==> config.mk <==
export PLATFORM = sky130hd
export DESIGN_NAME = alu_arbiter
export DESIGN_NICKNAME = d
export VERILOG_FILES = /design/src/rtl/alu_pkg.sv /design/src/rtl/alu.sv /design/src/rtl/alu_arbiter.sv
export SDC_FILE = /design/constraint.sdc
export NUM_CORES = 1
export LEC_CHECK = 0
export CORE_ASPECT_RATIO = 0.9
export CORE_MARGIN = 10
export CORE_UTILIZATION = 50
export DETAILED_ROUTE_END_ITERATION = 6
export PLACE_DENSITY = 0.74
export SLEW_MARGIN = 10
export SYNTH_ARGS = -nofsm -noshare
export SYNTH_HDL_FRONTEND = slang
export SYNTH_SLANG_ARGS = --single-unit
==> constraint.sdc <==
create_clock -name clk_w_i -period 4.1 [get_ports clk_w_i]
set_input_delay 1.025 -clock clk_w_i [delete_from_list [all_inputs] [get_ports clk_w_i]]
set_output_delay 1.025 -clock clk_w_i [all_outputs]
set_load 0.1 [all_outputs]
==> src/rtl/alu_pkg.sv <==
// Shared ALU opcodes, flag bit positions and arbiter state encoding.
package alu_pkg;

  localparam logic [3:0] ALU_ADD  = 4'b0000;
  localparam logic [3:0] ALU_SLL  = 4'b0001;
  localparam logic [3:0] ALU_SLT  = 4'b0010;
  localparam logic [3:0] ALU_SLTU = 4'b0011;
  localparam logic [3:0] ALU_XOR  = 4'b0100;
  localparam logic [3:0] ALU_SRL  = 4'b0101;
  localparam logic [3:0] ALU_OR   = 4'b0110;
  localparam logic [3:0] ALU_AND  = 4'b0111;
  localparam logic [3:0] ALU_SUB  = 4'b1000;
  localparam logic [3:0] ALU_SRA  = 4'b1101;

  // flags word is {branch_force_add, store_force_add, addi_sub}
  localparam int FLAG_ADDI_SUB         = 0;
  localparam int FLAG_STORE_FORCE_ADD  = 1;
  localparam int FLAG_BRANCH_FORCE_ADD = 2;

  typedef enum logic [1:0] {
    ST_IDLE = 2'd0,
    ST_EXEC = 2'd1,
    ST_HOLD = 2'd2
  } arb_state_e;

  function automatic logic op_is_legal(input logic [3:0] op, input logic [2:0] flags);
    return flags[FLAG_BRANCH_FORCE_ADD] | flags[FLAG_STORE_FORCE_ADD] |
           (op <= ALU_SUB) | (op == ALU_SRA);
  endfunction

endpackage

==> src/rtl/alu.sv <==
// Combinational ALU datapath: either force flag turns any op into an add.
// Zero latency, no flow control; unknown opcodes produce zero.
module alu
  import alu_pkg::*;
#(
  parameter int XLEN = 32
) (
  input  logic [3:0]      op_i,
  input  logic [XLEN-1:0] a_i,
  input  logic [XLEN-1:0] b_i,
  input  logic [2:0]      flags_i,
  output logic [XLEN-1:0] res_o
);

  localparam int SHW = $clog2(XLEN);

  logic [SHW-1:0] shamt;
  logic           force_add;

  assign shamt     = b_i[SHW-1:0];
  assign force_add = flags_i[FLAG_BRANCH_FORCE_ADD] | flags_i[FLAG_STORE_FORCE_ADD];

  always_comb begin
    res_o = '0;
    if (force_add) begin
      res_o = a_i + b_i;
    end else begin
      case (op_i)
        // addi_sub on ADD marks a decoded subtract that arrived on the add opcode
        ALU_ADD:  res_o = flags_i[FLAG_ADDI_SUB] ? (a_i - b_i) : (a_i + b_i);
        ALU_SLL:  res_o = a_i << shamt;
        ALU_SLT:  res_o = {{(XLEN-1){1'b0}}, ($signed(a_i) < $signed(b_i))};
        ALU_SLTU: res_o = {{(XLEN-1){1'b0}}, (a_i < b_i)};
        ALU_XOR:  res_o = a_i ^ b_i;
        ALU_SRL:  res_o = a_i >> shamt;
        ALU_OR:   res_o = a_i | b_i;
        ALU_AND:  res_o = a_i & b_i;
        ALU_SUB:  res_o = a_i - b_i;
        ALU_SRA:  res_o = $unsigned($signed(a_i) >>> shamt);
        default:  res_o = '0;
      endcase
    end
  end

endmodule

==> src/rtl/alu_arbiter.sv <==
// Round-robin share of one ALU between two ports; request to response in 2 cycles, 1 op per 3 cycles.
// Response holds until the owner's rsp_ready; optional counters under ALU_ARB_PERF_CNT_EN.
module alu_arbiter
  import alu_pkg::*;
#(
  parameter int XLEN = 32
) (
  input  logic            clk_w_i,
  input  logic            rst_w_i_h,
  input  logic [1:0]      req_valid_w_i,
  output logic [1:0]      req_ready_w_o,
  input  logic [3:0]      req0_op_w_i,
  input  logic [3:0]      req1_op_w_i,
  input  logic [XLEN-1:0] req0_a_w_i,
  input  logic [XLEN-1:0] req1_a_w_i,
  input  logic [XLEN-1:0] req0_b_w_i,
  input  logic [XLEN-1:0] req1_b_w_i,
  input  logic [2:0]      req0_flags_w_i,
  input  logic [2:0]      req1_flags_w_i,
  output logic [1:0]      rsp_valid_w_o,
  input  logic [1:0]      rsp_ready_w_i,
  output logic [XLEN-1:0] rsp_data_w_o,
  output logic            rsp_err_w_o_h
`ifdef ALU_ARB_PERF_CNT_EN
  ,
  output logic [31:0]     grant_cnt0_w_o,
  output logic [31:0]     grant_cnt1_w_o,
  output logic [31:0]     stall_cnt_w_o
`endif
);

  arb_state_e      state_q, state_d;
  logic            rr_q, rr_d;
  logic            owner_q, owner_d;
  logic [3:0]      op_q, op_d;
  logic [XLEN-1:0] a_q, a_d, b_q, b_d;
  logic [2:0]      flags_q, flags_d;
  logic [XLEN-1:0] rsp_data_q, rsp_data_d;
  logic            rsp_err_q, rsp_err_d;
  logic [XLEN-1:0] alu_res;

  logic both_vld, any_vld, grant_id, hs;

  assign both_vld = &req_valid_w_i;
  assign any_vld  = |req_valid_w_i;
  assign grant_id = both_vld ? rr_q : req_valid_w_i[1];
  assign hs       = (state_q == ST_IDLE) & any_vld & ~rst_w_i_h;

  alu #(.XLEN(XLEN)) u_alu (
    .op_i    (op_q),
    .a_i     (a_q),
    .b_i     (b_q),
    .flags_i (flags_q),
    .res_o   (alu_res)
  );

  always_ff @(posedge clk_w_i) begin
    if (rst_w_i_h) begin
      state_q    <= ST_IDLE;
      rr_q       <= 1'b0;
      owner_q    <= 1'b0;
      op_q       <= '0;
      a_q        <= '0;
      b_q        <= '0;
      flags_q    <= '0;
      rsp_data_q <= '0;
      rsp_err_q  <= 1'b0;
    end else begin
      state_q    <= state_d;
      rr_q       <= rr_d;
      owner_q    <= owner_d;
      op_q       <= op_d;
      a_q        <= a_d;
      b_q        <= b_d;
      flags_q    <= flags_d;
      rsp_data_q <= rsp_data_d;
      rsp_err_q  <= rsp_err_d;
    end
  end

  always_comb begin
    state_d = state_q;
    case (state_q)
      ST_IDLE: if (hs) state_d = ST_EXEC;
      ST_EXEC: state_d = ST_HOLD;
      ST_HOLD: if (rsp_ready_w_i[owner_q]) state_d = ST_IDLE;
      default: state_d = ST_IDLE;
    endcase
  end

  always_comb begin
    rr_d       = rr_q;
    owner_d    = owner_q;
    op_d       = op_q;
    a_d        = a_q;
    b_d        = b_q;
    flags_d    = flags_q;
    rsp_data_d = rsp_data_q;
    rsp_err_d  = rsp_err_q;
    if (hs) begin
      rr_d    = ~grant_id;
      owner_d = grant_id;
      op_d    = grant_id ? req1_op_w_i    : req0_op_w_i;
      a_d     = grant_id ? req1_a_w_i     : req0_a_w_i;
      b_d     = grant_id ? req1_b_w_i     : req0_b_w_i;
      flags_d = grant_id ? req1_flags_w_i : req0_flags_w_i;
    end
    if (state_q == ST_EXEC) begin
      rsp_err_d  = ~op_is_legal(op_q, flags_q);
      rsp_data_d = rsp_err_d ? '0 : alu_res;
    end
  end

  always_comb begin
    req_ready_w_o = 2'b00;
    rsp_valid_w_o = 2'b00;
    if (hs) req_ready_w_o = {grant_id, ~grant_id};
    if (state_q == ST_HOLD) rsp_valid_w_o = {owner_q, ~owner_q};
  end

  assign rsp_data_w_o  = rsp_data_q;
  assign rsp_err_w_o_h = rsp_err_q;

`ifdef ALU_ARB_PERF_CNT_EN
  logic [31:0] grant_cnt0_q, grant_cnt0_d;
  logic [31:0] grant_cnt1_q, grant_cnt1_d;
  logic [31:0] stall_cnt_q, stall_cnt_d;

  always_comb begin
    grant_cnt0_d = grant_cnt0_q + {31'd0, hs & ~grant_id};
    grant_cnt1_d = grant_cnt1_q + {31'd0, hs & grant_id};
    // a contended IDLE cycle always grants one port, so the other one stalls
    stall_cnt_d  = stall_cnt_q + {31'd0, hs & both_vld};
  end

  always_ff @(posedge clk_w_i) begin
    if (rst_w_i_h) begin
      grant_cnt0_q <= '0;
      grant_cnt1_q <= '0;
      stall_cnt_q  <= '0;
    end else begin
      grant_cnt0_q <= grant_cnt0_d;
      grant_cnt1_q <= grant_cnt1_d;
      stall_cnt_q  <= stall_cnt_d;
    end
  end

  assign grant_cnt0_w_o = grant_cnt0_q;
  assign grant_cnt1_w_o = grant_cnt1_q;
  assign stall_cnt_w_o  = stall_cnt_q;
`endif

endmodule

==> reports/metrics.csv <==
metric,value,unit
status,"finished, violations left",
violations,design-rule violations,
remaining_drc_errors,14,
power_frac_seq,20.1,%
whs_path_depth,2,
drtIter0Drc,2581,
diodes,0,
crit_path_frequent_cell,o21ai_0,
grt_pass1_vias,15101,
htreeDepth,3,
gp_congestion,1.08,
die_w,194,um
cts_hold_buf,0,
yosys.area.top_type,dfxtp_1,
syn_avg_cell_area,7.49,um^2
core_area,27000,um^2
via_count,16128,
hold_viol_final,0,
required,4.37,ns
internal_power,3.21,mW
final_layout_size_suffix_gt1_share,11.4,%
ios,185,
reg2reg_depth,11,
numCtsBuffers,9,
antenna_found_initial,2,
grt_pass1_wl,96500,um
die_area,34300,um^2
finalPower,6.87,mW
nFillCells,2533,
net-switching-power,3.66,mW
drv_cap,0,
end_kind,register,
critPathKind,register to register,
path_cells,ha_1 -> fa_1 -> a211oi_1 -> o21a_1 -> o211ai_1 -> a31o_2 -> and3_1 -> nor2b_1 -> o21ai_0 -> a221oi_1 -> o21ai_0,
wl_per_cell,27.8,um
start_util,50.6,%
tns,0,ns
leakage,6.79,nW
ir_worst_vdd,0.000208,V
cp-start-kind,register,
syn_to_final_growth,22.5,%
drtPass1Iterations,7,
async_reset_ff_share,0,%
fmax,0.257,GHz
dp_cells,2337,
synthTopCellsByCount,"nor2_1 (248), mux2i_1 (143), nand2_1 (136), o21ai_0 (136), a21oi_1 (119)",
arrival,4.15,ns
wirelength,65500,um
slowest_delay,0.47,ns
syn_nets,2078,
netSwitchingFraction,53.2,%
cts_setup_buffers,0,
slew_viol_final,0,
slew-limit-headroom,4.10,%
portBuffers,184,
post_synth_num_cell_types,80,
rsz0062_at_grt,false,
ys.flop_type,dfxtp_1,
clock_latency,0.39,ns
synth_top_area_share,15.9,%
ant_nets,0,
fin_worst_skew,0.0176,ns
die_y,177,um
grt.total_usage,36.4,%
worstMarginPinSlew,1.42,ns
clk_path_buf_depth,2,
setup_viol,0,
cts-resized-gates,0,
power.share.clock,14.7,%
cts.sinks,108,
crit_fanout,8,
synth_warnings,0,
viasPerCell,6.85,
hpwlAfterDp,51300,um
rows,57,
grt_max_degree,144,
clk_pin_slew,0.09,ns
critPathSlowestCell,fa_1,
powerDensity,411,nW/um^2
synth_area,13600,um^2
finalNonFillerCells,2353,
ys_ff_latch,108,
min_period_over_period,94.8,%
hold_path.class,register to register,
finalCriticalPeriod,3.88,ns
syn_inst,1819,
seqCellArea,2170,um^2
synth_edf_count,0,
synth.area.top_cells,"dfxtp_1 (16%), mux2i_1 (10%), ha_1 (10%), mux4_2 (7.1%), nor2_1 (6.8%)",
nets,2253,
grt_overflow,0,
cts_tree,built,
power_frac_comb,65.3,%
synth_seq_area_share,15.9,%
root_buffer,clkbuf_16,
final_util,61.9,%
yosysMostFrequentCell,nor2_1,
multi_input_area,10600,um^2
## metal layers
| layer | up-vias | wire [um] | GRT usage [%] |
|---|---|---|---|
| met5 | - | 11 | 0 |
| met4 | 2 | 3170 | 16.0 |
| met3 | 231 | 10100 | 14.5 |
| met2 | 1275 | 26800 | 52.5 |
| met1 | 7557 | 25400 | 46.9 |
| li1 | 7063 | - | - |
## path summary, 6_finish.rpt
path	start	endpoint	slack [ns]
hold reg to reg	rsp_data_w_o[5]$_SDFFE_PP0N_	rsp_data_w_o[5]$_SDFFE_PP0N_	0.46
setup / recovery	a_q[0]$_SDFFE_PP0P_	rsp_data_w_o[24]$_SDFFE_PP0N_	0.22
setup reg to reg	a_q[0]$_SDFFE_PP0P_	rsp_data_w_o[24]$_SDFFE_PP0N_	0.22
hold / removal	rsp_data_w_o[5]$_SDFFE_PP0N_	rsp_data_w_o[5]$_SDFFE_PP0N_	0.46
## metrics by stage
step | cell area [um^2] | setup slack [ns] | hold WS [ns]
after floorplan | 13600 | 0.206 | 0.473
after global placement | 16400 | 0.606 | 0.437
after detailed placement | 16400 | 0.451 | 0.444
after CTS | 16700 | 0.428 | 0.466
after global routing | 16700 | 0.131 | 0.485
final | 16700 | 0.215 | 0.463
## sequential cells by signal, summed over array words and instances (netlist names)
register,cells
a_q,32
rsp_data_w_o,32
rr_q,1
op_q,4
rsp_err_w_o_h,1
flags_q,3
owner_q,1
b_q,32
state_q,2
## placed cells by master (no fill, tap or decap), types with 20 or more instances in the layout
cell type / n
a211oi_1: 101
inv_1: 87
xnor2_1: 25
clkdlybuf4s50_1: 180
nand2_1: 136
o21ai_0: 135
dfxtp_1: 104
ha_1: 109
o211ai_1: 35
a221oi_1: 20
mux2i_1: 143
buf_4: 125
nor3_1: 43
a21oi_1: 119
mux4_2: 43
nor2_1: 248
nand3_1: 26
## area by class of cell
type | count | share of cell area (%)
clock buffer | 9 | 1.35
clock inverter | 7 | 0.562
inverter | 92 | 2.07
multi-input combinational | 1471 | 63.2
sequential | 108 | 13.0
tap | 354 | 2.65
timing repair buffer | 312 | 17.2
## kinds of logic (layout without fill, tap and decap cells)
kind of cell | Yosys count | after routing | synth area share [%]
muxes | 196 | 196 | 18.4
buffers and inverters | 240 | 420 | 6.98
AOI/OAI and AO/OA | 570 | 570 | 27.9
adders and majority gates | 111 | 111 | 10.3
xor gates and xnor gates | 35 | 35 | 2.25
and+or+nand+nor | 559 | 559 | 18.3
DFF | 108 | 108 | 15.9
## worst max-delay path, delay by kind of cell (launching register included)
| family | cells | cell delay [ns] |
|---|---|---|
| AOI/OAI and AO/OA | 7 | 1.99 |
| adders and majority gates | 2 | 0.79 |
| DFF | 1 | 0.42 |
| and+or+nand+nor | 2 | 0.57 |
## power groups by stage
stage / Clock (mW) / Sequential [mW] / Combinational, mW
2_1_floorplan: 0 / 1.75 / 2.37
6_report: 1.01 / 1.38 / 4.48
5_1_grt: 1.04 / 1.39 / 4.70
4_1_cts: 1.01 / 1.37 / 4.29
3_5_place_dp: 0 / 1.39 / 4.28
3_3_place_gp: 0 / 1.39 / 4.26
Power figures use the tool's default switching activity.
